--- src/rtl/cmsdk_ahb_copy_master.sv ---
// cmsdk_ahb_copy_master
// AHB-Lite initiator that copies a block of 32-bit words from a source to a
// destination address. Every word costs one non-pipelined read (address phase,
// then data phase) followed by one non-pipelined write. The master never
// overlaps an address phase with a data phase, so HTRANS is IDLE during every
// data phase. Completion and bus errors are reported by one-cycle pulses.
// err_addr keeps the faulting address until the next accepted start.
module cmsdk_ahb_copy_master #(
    parameter int LEN_W = 16
) (
    input  logic             HCLK,
    input  logic             HRESET,
    input  logic             start,
    input  logic [31:0]      src_addr,
    input  logic [31:0]      dst_addr,
    input  logic [LEN_W-1:0] len,
    output logic             busy,
    output logic             done,
    output logic             error,
    output logic [31:0]      err_addr,
    output logic [31:0]      HADDR,
    output logic [1:0]       HTRANS,
    output logic [2:0]       HSIZE,
    output logic             HWRITE,
    output logic [31:0]      HWDATA,
    input  logic             HREADY,
    input  logic [31:0]      HRDATA,
    input  logic             HRESP
);

    // FSM encoding
    localparam logic [2:0] S_IDLE = 3'd0;
    localparam logic [2:0] S_RA   = 3'd1;   // read address phase
    localparam logic [2:0] S_RD   = 3'd2;   // read data phase
    localparam logic [2:0] S_WA   = 3'd3;   // write address phase
    localparam logic [2:0] S_WD   = 3'd4;   // write data phase
    localparam logic [2:0] S_DONE = 3'd5;
    localparam logic [2:0] S_ERR  = 3'd6;

    localparam logic [1:0]  TRANS_IDLE   = 2'b00;
    localparam logic [1:0]  TRANS_NONSEQ = 2'b10;
    localparam logic [31:0] WORD_MASK    = 32'hFFFF_FFFC;

    logic [2:0]       state_reg;
    logic [31:0]      src_ptr_reg;
    logic [31:0]      dst_ptr_reg;
    logic [LEN_W-1:0] remain_reg;
    logic [31:0]      data_reg;

    // Only word transfers are issued.
    assign HSIZE  = 3'b010;
    // Write data comes straight from the holding register, so it is stable
    // for the whole write data phase including wait states.
    assign HWDATA = data_reg;

    // Copy sequencer: FSM, pointers, word counter and all registered bus/status outputs.
    always_ff @(posedge HCLK or posedge HRESET) begin
        if (HRESET) begin
            state_reg   <= S_IDLE;
            src_ptr_reg <= '0;
            dst_ptr_reg <= '0;
            remain_reg  <= '0;
            data_reg    <= '0;
            busy        <= 1'b0;
            done        <= 1'b0;
            error       <= 1'b0;
            err_addr    <= '0;
            HADDR       <= '0;
            HTRANS      <= TRANS_IDLE;
            HWRITE      <= 1'b0;
        end else begin
            // Status outputs are single-cycle pulses unless re-asserted below.
            done  <= 1'b0;
            error <= 1'b0;
            case (state_reg)
                S_IDLE: begin
                    if (start) begin
                        busy     <= 1'b1;
                        err_addr <= '0;
                        if (len != '0) begin
                            src_ptr_reg <= src_addr & WORD_MASK;
                            dst_ptr_reg <= dst_addr & WORD_MASK;
                            remain_reg  <= len;
                            HADDR       <= src_addr & WORD_MASK;
                            HTRANS      <= TRANS_NONSEQ;
                            HWRITE      <= 1'b0;
                            state_reg   <= S_RA;
                        end else begin
                            // Empty block: report completion without touching the bus.
                            done      <= 1'b1;
                            state_reg <= S_DONE;
                        end
                    end
                end
                S_RA: begin
                    // Address-phase signals are simply held while HREADY is low.
                    if (HREADY) begin
                        HTRANS    <= TRANS_IDLE;
                        state_reg <= S_RD;
                    end
                end
                S_RD: begin
                    if (HREADY) begin
                        if (HRESP) begin
                            err_addr  <= src_ptr_reg;
                            error     <= 1'b1;
                            state_reg <= S_ERR;
                        end else begin
                            data_reg  <= HRDATA;
                            HADDR     <= dst_ptr_reg;
                            HTRANS    <= TRANS_NONSEQ;
                            HWRITE    <= 1'b1;
                            state_reg <= S_WA;
                        end
                    end
                end
                S_WA: begin
                    if (HREADY) begin
                        HTRANS    <= TRANS_IDLE;
                        state_reg <= S_WD;
                    end
                end
                S_WD: begin
                    if (HREADY) begin
                        if (HRESP) begin
                            err_addr  <= dst_ptr_reg;
                            error     <= 1'b1;
                            HWRITE    <= 1'b0;
                            state_reg <= S_ERR;
                        end else begin
                            // Pointers wrap naturally modulo 2^32.
                            src_ptr_reg <= src_ptr_reg + 32'd4;
                            dst_ptr_reg <= dst_ptr_reg + 32'd4;
                            remain_reg  <= remain_reg - LEN_W'(1);
                            HWRITE      <= 1'b0;
                            if (remain_reg == LEN_W'(1)) begin
                                done      <= 1'b1;
                                state_reg <= S_DONE;
                            end else begin
                                HADDR     <= src_ptr_reg + 32'd4;
                                HTRANS    <= TRANS_NONSEQ;
                                state_reg <= S_RA;
                            end
                        end
                    end
                end
                S_DONE, S_ERR: begin
                    busy      <= 1'b0;
                    state_reg <= S_IDLE;
                end
                default: begin
                    busy      <= 1'b0;
                    HTRANS    <= TRANS_IDLE;
                    HWRITE    <= 1'b0;
                    state_reg <= S_IDLE;
                end
            endcase
        end
    end

endmodule

--- config.mk ---
export PLATFORM = sky130hd
export DESIGN_NAME = cmsdk_ahb_copy_master
export DESIGN_NICKNAME = d
export VERILOG_FILES = /design/src/rtl/cmsdk_ahb_copy_master.sv
export SDC_FILE = /design/constraint.sdc
export NUM_CORES = 1
export LEC_CHECK = 0
export CAP_MARGIN = 20
export CORE_UTILIZATION = 50
export DETAILED_ROUTE_END_ITERATION = 8
export GPL_TIMING_DRIVEN = 1
export PLACE_DENSITY = 0.89
export SYNTH_ARGS = -nofsm -noshare
export SYNTH_HDL_FRONTEND = slang
export SYNTH_SLANG_ARGS = --single-unit
--- constraint.sdc ---
create_clock -name HCLK -period 7.3 [get_ports HCLK]
set_input_delay 0.73 -clock HCLK [delete_from_list [all_inputs] [get_ports HCLK]]
set_output_delay 0.73 -clock HCLK [all_outputs]
set_load 0.05 [all_outputs]
Word level (Yosys, flattened, before mapping)
Cells that the tools add are included.

word-level totals
  logic and storage cells = 118
  input bits = 117
  bits in registers = 185
  output and inout bits = 105

cells by class
  reductions and logical operators = 17
  equality and inequality tests = 19
  add/sub/neg operators = 3
  mux-type cells = 63
  bitwise gates (word level) = 4

operators by type and width
  kind                     number
  $mux W32                 18
  $pmux W32 S3             2
  $pmux W32 S2             2
  $add A32 B3 Y32 const B  2
  $mux W16                 4
  $pmux W16 S2             1
  $mux W3                  9
  $ne A2 B2 Y1 const B     11
  $eq A16 B1 Y1 const B    1
  $mux W2                  8
  $reduce_bool A16 Y1      1
  $sub A16 B1 Y16 const B  1
  $pmux W3 S5              1
  $mux W1                  14
  $reduce_and A6 Y1        2
  $pmux W2 S5              1
  $reduce_and A5 Y1        2
  $eq A3 B3 Y1 const B     3
  $reduce_and A9 Y1        1
  $reduce_and A8 Y1        1
  $reduce_or A4 Y1         2
  $eq A3 B2 Y1 const B     2
  $reduce_or A2 Y1         3
  $not A1 Y1               4
  other kinds (9)          10

Logic depth before layout (Yosys ltp)
Gate-level depths: netlist of the first run.

  word-level depth = 5
  depth in mapped cells = 10
  mapped depth without buffers = 6

Worst setup path after synthesis of the first run
Ideal clock, no wire load.

  path kind = input -> register
  start = in HREADY
  end = reg HADDR[10]
  required time = 7175 ps
  stages on the path = 8
  slack = 4857 ps
  arrival time = 2318 ps
  library setup time = 125 ps
  path through = buf_2 -> nor2b_1 -> a22oi_1 -> a311oi_2 -> and2_4 -> buf_6 -> buf_8 -> mux2_4

between the ends
  cells in the longest elaborated chain, start to end = 2
  elaborated cells on any way between the ends = 3
  those cells by class = eq/ne (2); reduce/logical (1)

RTL lines
  element                          RTL line  source
  from (decl)                      26        input logic HREADY,
  $ne A2 B2 Y1 (no line)           n/a
  $reduce_and A8 Y1 (no line) (*)  n/a
  to (signal assigned)             84        HADDR <= src_addr & WORD_MASK;
  to (signal assigned)             110       HADDR <= dst_ptr_reg;
  to (signal assigned)             140       HADDR <= src_ptr_reg + 32'd4;
  to (decl)                        21        output logic [31:0] HADDR,

Every way passes the cells marked *; elsewhere a longest branch is shown, timed or not.
A chain may end at the register's enable or synchronous reset.

Worst setup path in the final report of the first run
  start = reg state_reg[2]
  end = reg dst_ptr_reg[10]

between the ends
  cells in the longest elaborated chain, start to end = 3
  elaborated cells on any way between the ends = 9
  those cells by class = eq/ne (5); mux (1); reduce/logical (3)

RTL lines
  element                                                       RTL line  source
  from (decl)                                                   44        logic [2:0] state_reg;
  from (signal assigned)                                        59        state_reg <= S_IDLE;
  from (signal assigned)                                        87        state_reg <= S_RA;
  from (signal assigned)                                        91        state_reg <= S_DONE;
  $eq A3 B3 Y1 or $logic_not A3 Y1 (tied branches)              75        case (state_reg)
  $ne A2 B2 Y1 (no line) or $reduce_bool A2 Y1 (tied branches)  n/a
  $reduce_and A5 Y1 (no line)                                   n/a
  to (signal assigned)                                          82        dst_ptr_reg <= dst_addr & WORD_MASK;
  to (signal assigned)                                          133       dst_ptr_reg <= dst_ptr_reg + 32'd4;
  to (decl)                                                     46        logic [31:0] dst_ptr_reg;

Parallel ways exist; a longest one is shown, timed or not.

==> impl_results.md, run 1 <==
- Die Ht: 144 um
- CTS tree: done
- Core Area: 19500 um^2
- Area Growth Syn to Fin: 27.5%
- Fin Clk Skew: 0.00925 ns
- Async set-or-reset flop fraction in the synthesized netlist: 100%
- Ratio of final minimum period to clock period: 44.0%
- Routed wire per std cell: 20.0 um
- Placed Instances: 1493
- Setup crit end kind: register
- Worst-path fanout max: 85
- Initial antenna violation count: 1
- Worst Path Required: 7.64 ns
- Routed via count: 9814
- Final core occ: 65.4%
- Area of the die: 20600 um^2
- Sequential share of the synthesized area: 44.4%
- Die X: 144 um
- Post-synth EDFFs: 0
- Max VDD drop: 0.000252 V
- Final Max Slew Viols: 0
- Residual DRC count: 0
- Initial DRC Count: 1318
- First-pass GRT wire length: 46.7 mm
- Final GP Congestion: 0.936
- Final instance area: 12800 um^2
- Fin cells: 1526
- Clk sink count: 178
- GRT Overall Usage: 29.6%
- Num rows: 51
- Post-layout min period: 3.21 ns
- DP HPWL: 21.0 mm
- Largest net degree at the start of global routing: 100
- Cell Area, Placed: 12100 um^2
- Final setup fails: 0
- Commonest non-fill, non-tap cells in the layout: 213 x clkdlybuf4s50_1, 178 x dfrtp_1, 102 x a21oi_1, 95 x nor2_1, 91 x nand2_1
- Total Routed Length: 30.5 mm
- Clock Latency Late Sink: 0.43 ns
- Vias in the first global route: 8781
- H-tree Lvls: 4
- I/O pin count: 222
- Root buf cell: clkbuf_16
- Setup CP Type: register to register
- Crit start category: register
- Cts repair resizes: 0
- Final nets: 1370
- Yosys reg bits: 178
- Commonest non-fill, non-tap cell in the layout: clkdlybuf4s50_1
- PwrDens: 498 nW/um^2
- Initial Utilization: 51.3%
- Layout cells sized above 1: 9.20%
- Fmax: 312 MHz
- Vias per inst: 6.43
- Number of library cell types mapped by synthesis: 73
- First-pass DRT Iterations: 8
- Worst-Margin Slew: 1.05 ns
- Final setup TNS: 0 ns
- Post-CTS setup buffers: 0
- Hold_buf cts: 0
- Clock Pin Slew Worst Setup and Hold Paths: 0.07 ns
- RSZ-0062 raised after global routing: no
- Final ANT Viol Nets: 0
- Final hold slack: 0.508 ns
- Max FFs per register: 32
- Global route total overflow: 0
- CTS max path bufs: 2
- Warnings from Yosys: 0
- IO Port Bufs: 213
- Final hold vios: 0
- Worst EP arrival: 3.55 ns
- Synthesized area per cell: 9.05 um^2
- Maxcap violations: 0
- Top_reg_cell synth: dfrtp_1
- Status: finished, final reports clean
- Synth Instances: 1108
- # diodes: 0
- Inserted Clock Buffers: 17
- P_leak: 0.00493 uW
- Slew margin rel.: 29.7%
- Worst hold path type: register to register
- Synth Cell Area: 10000 um^2
power by group:
group	internal (uW)	switching, uW	total [uW]	leakage [uW]
Clock	556	397	954	0.000291
Sequential	1470	594	2070	0.00210
Combinational	1240	2100	3340	0.00254
critical path, stage by stage, from the launching register on:
cell and delay (ns):
dfrtp_1 0.73, nor3b_2 0.32, buf_4 0.59, buf_4 0.76, nand2_1 0.19, nor2_1 0.15, a22oi_1 0.11, o21ai_0 0.21
cell families after synthesis:
logic type	Yosys count	share of synthesized area, %
AOI/OAI and AO/OA	384	24.6
xor gates and xnor gates	15	1.31
adders and majority gates	4	0.499
buffers and inverters	122	5.43
DFF	178	44.4
muxes	51	6.22
other	2	0.0749
and+or+nand+nor	352	17.4
path summary, 6_finish.rpt:
path | startpoint | end | slack [ns] | depth (start not counted)
max reg2reg | state_reg[2] | dst_ptr_reg[10] | 4.09 | 7
max | state_reg[2] | dst_ptr_reg[10] | 4.09 | 7
max in group asynchronous | HRESET | HWDATA[30] | 5.15 | 4
min reg2reg | HWDATA[15] | HWDATA[15] | 0.51 | 1
min | HWDATA[15] | HWDATA[15] | 0.51 | 1
min in group asynchronous | HRESET | err_addr[1] | 0.88 | 2
per-layer routing:
layer | up-vias | share of wire [%] | routed length (um) | GRT usage, %
li1 | 4393 | - | - | -
met5 | - | 0.059 | 18 | 0
met3 | 107 | 11 | 3380 | 5.80
met1 | 4678 | 40 | 12100 | 40.4
met4 | 2 | 4.4 | 1360 | 14.7
met2 | 634 | 45 | 13700 | 44.8
cells in the mapped netlist, drive strengths merged, types with 3 or more instances:
cell | n | area [um^2]
dfrtp | 178 | 4450
a21oi | 103 | 515
nor2 | 97 | 367
nand2 | 91 | 342
clkbuf | 79 | 299
o21ai | 78 | 390
a22oi | 48 | 360
mux2 | 48 | 593
a31oi | 42 | 282
nand4 | 32 | 200
buf | 29 | 193
nand3 | 27 | 135
nor4 | 22 | 138
nor3 | 20 | 105
o22ai | 17 | 106
a2bb2oi | 16 | 140
inv | 14 | 52.6
and4 | 11 | 96.3
o22a | 10 | 87.6
and2 | 9 | 58.8
o211ai | 9 | 67.6
xnor2 | 9 | 78.8
a22o | 8 | 70.1
and3 | 7 | 43.8
nor3b | 7 | 57.6
o31ai | 7 | 52.6
o21a | 6 | 45.0
or3 | 6 | 37.5
xor2 | 6 | 52.6
a21boi | 5 | 37.5
a21o | 5 | 37.5
o31a | 5 | 43.8
or2 | 5 | 31.3
ha | 4 | 50.1
nor2b | 4 | 25.0
or4 | 4 | 30.0
a221oi | 3 | 26.3
mux2i | 3 | 30.0
nand2b | 3 | 18.8
o41ai | 3 | 26.3
stage by stage:
step | total power, uW | setup WS (ns)
3_3_place_gp | 5230 | 3.90
2_1_floorplan | 4280 | 1.74
6_report | 6360 | 4.09
4_1_cts | 6320 | 4.20
5_1_grt | 6680 | 3.86
3_5_place_dp | 5350 | 3.88
layout make-up:
cell class              instances  area, um^2
fillers                      1554        6750
multi-input cells             810        5060
flip-flops and latches        178        4450
repair buffers                228        2260
clock buffers                  19         453
well taps                     265         332
clock inverters                12         158
inverters                      14        57.6
(Power assumes the default switching activity.)
==> inputs of run 2 (changes only) <==
==> constraint.sdc (replaced) <==
create_clock -name HCLK -period 3.1 [get_ports HCLK]
set_input_delay 0.31 -clock HCLK [delete_from_list [all_inputs] [get_ports HCLK]]
set_output_delay 0.31 -clock HCLK [all_outputs]
set_load 0.05 [all_outputs]
==> impl_results.md, run 2 (same netlist as run 1, synthesis figures left out) <==
- WP buf/inv: 0
- Final Max Slew Viols: 0
- Crit path cell chain: ha_1 > nand3_1 > or4_1 > nor3_1 > o21ai_0 > o2bb2ai_1
- CP top delay family: simple AND/OR/NAND/NOR gates
- First-pass GRT wire length: 48.5 mm
- CTS max path bufs: 2
- Commonest non-fill, non-tap cell in the layout: clkdlybuf4s50_1
- Clock Latency Late Sink: 0.44 ns
- Setup CP Type: register to register
- First-pass DRT Iterations: 8
- Max VDD drop: 0.000627 V
- Final core occ: 65.9%
- Core Area: 19500 um^2
- Worst-Margin Slew: 0.857 ns
- Residual DRC count: 0
- Die X: 144 um
- Vias in the first global route: 9048
- I/O pin count: 222
- IO Port Bufs: 213
- Pwr Total: 14900 uW
- Cts repair resizes: 0
- Fmax: 391 MHz
- Post-CTS setup buffers: 0
- Clk sink count: 178
- Fin Clk Skew: 0.00947 ns
- Cell Area, Placed: 12300 um^2
- Critical Path Max Stage Delay: 0.73 ns
- Critical Path Stages: 6
- Commonest non-fill, non-tap cells in the layout: 213 x clkdlybuf4s50_1, 178 x dfrtp_1, 102 x a21oi_1, 95 x nor2_1, 91 x nand2_1
- Final nets: 1378
- CTS tree: done
- Total Routed Length: 30.9 mm
- GRT Overall Usage: 30.4%
- Final instance area: 12900 um^2
- Post-layout min period: 2.56 ns
- DP HPWL: 21.1 mm
- Clock Pin Slew Worst Setup and Hold Paths: 0.07 ns
- R2R Setup Slk: 0.54 ns
- Final hold vios: 0
- Final ANT Viol Nets: 0
- Initial antenna violation count: 1
- Setup crit end kind: register
- Layout cells sized above 1: 9.92%
- RSZ-0062 raised after global routing: no
- Crit-path slowest cell: or4_1
- Root buf cell: clkbuf_16
- Worst Path Required: 3.41 ns
- PwrDens: 1160 nW/um^2
- Worst-path fanout max: 7
- Num rows: 51
- Routed wire per std cell: 20.1 um
- Area of the die: 20600 um^2
- P_leak: 0.00497 uW
- Hold_buf cts: 0
- Ratio of final minimum period to clock period: 82.5%
- Maxcap violations: 0
- Final setup fails: 0
- Area Growth Syn to Fin: 28.4%
- Vias per inst: 6.46
- Inserted Clock Buffers: 17
- Worst EP arrival: 2.87 ns
- Final GP Congestion: 0.903
- Initial DRC Count: 1476
- Worst hold path type: input pin to asynchronous set/reset pin
- Final setup TNS: 0 ns
- Routed via count: 9922
- Max FFs per register: 32
- Status: finished, final reports clean
- Initial Utilization: 51.3%
- Worst reg2reg path depth: 6
- Global route total overflow: 0
- Crit start category: register
- H-tree Lvls: 4
- Die Ht: 144 um
- Largest net degree at the start of global routing: 109
- Slew margin rel.: 42.8%
==> run 2: changes by cell type in the layout (fill, tap and decap cells not counted) <==
| cell | delta |
|---|---|
| buf_12 | +8 |
| buf_16 | -1 |
| buf_4 | +2 |
| bufinv_16 | -3 |
| clkbuf_2 | -1 |
| clkbuf_8 | -2 |
| clkinv_2 | -1 |
| clkinv_4 | -2 |
| clkinvlp_4 | +1 |
| diode_2 | +1 |
| inv_6 | +4 |
| inv_8 | +4 |
| nor4_1 | -1 |
| nor4_2 | +1 |
==> run 2: worst register-to-register path, delay by kind of cell, from the launching register on <==
kind | cells | cell delay, ns
AND/OR/NAND/NOR | 3 | 1.39
flip-flops | 1 | 0.45
AO/OA/AOI/OAI | 2 | 0.30
adder cells (fa/ha/maj) | 1 | 0.29
==> run 2: power by group <==
group / total, uW / switching (uW) / internal, uW
clock network: 2090 / 1030 / 1060
registers: 4890 / 1420 / 3470
logic: 7940 / 4960 / 2990
==> run 2: through the flow <==
step | std cells | hold slack (ns) | setup WS (ns)
after floorplan | 1110 | 0.446 | 0.509
after global placement | 1503 | 0.488 | 0.430
after detailed placement | 1503 | 0.485 | 0.402
after CTS | 1535 | 0.414 | 0.590
after global routing | 1536 | 0.448 | 0.447
final | 1536 | 0.399 | 0.543
==> run 2: layer usage <==
layer | GRT usage (%) | vias to the layer above | share of wire (%)
met2 | 47.3 | 692 | 46
li1 | - | 4415 | -
met5 | 0 | - | 0
met1 | 41.6 | 4734 | 40
met3 | 6.06 | 81 | 11
met4 | 12.0 | 0 | 2.9
==> run 2: final cells by class <==
type / instances / area, um^2
flip-flops and latches: 178 / 4450
well taps: 265 / 332
diodes: 1 / 2.50
fillers: 1505 / 6650
inverters: 14 / 56.3
clock buffers: 17 / 425
repair buffers: 236 / 2400
clock inverters: 15 / 134
multi-input cells: 810 / 5060
==> run 2: path summary, 6_finish.rpt <==
kind,start,endpoint
max in group asynchronous,HRESET,remain_reg[3]
min in group HCLK,dst_addr[3],dst_ptr_reg[3]
min reg2reg,HWDATA[28],HWDATA[28]
max,src_ptr_reg[2],src_ptr_reg[26]
min,HRESET,err_addr[27]
max reg2reg,src_ptr_reg[2],src_ptr_reg[26]
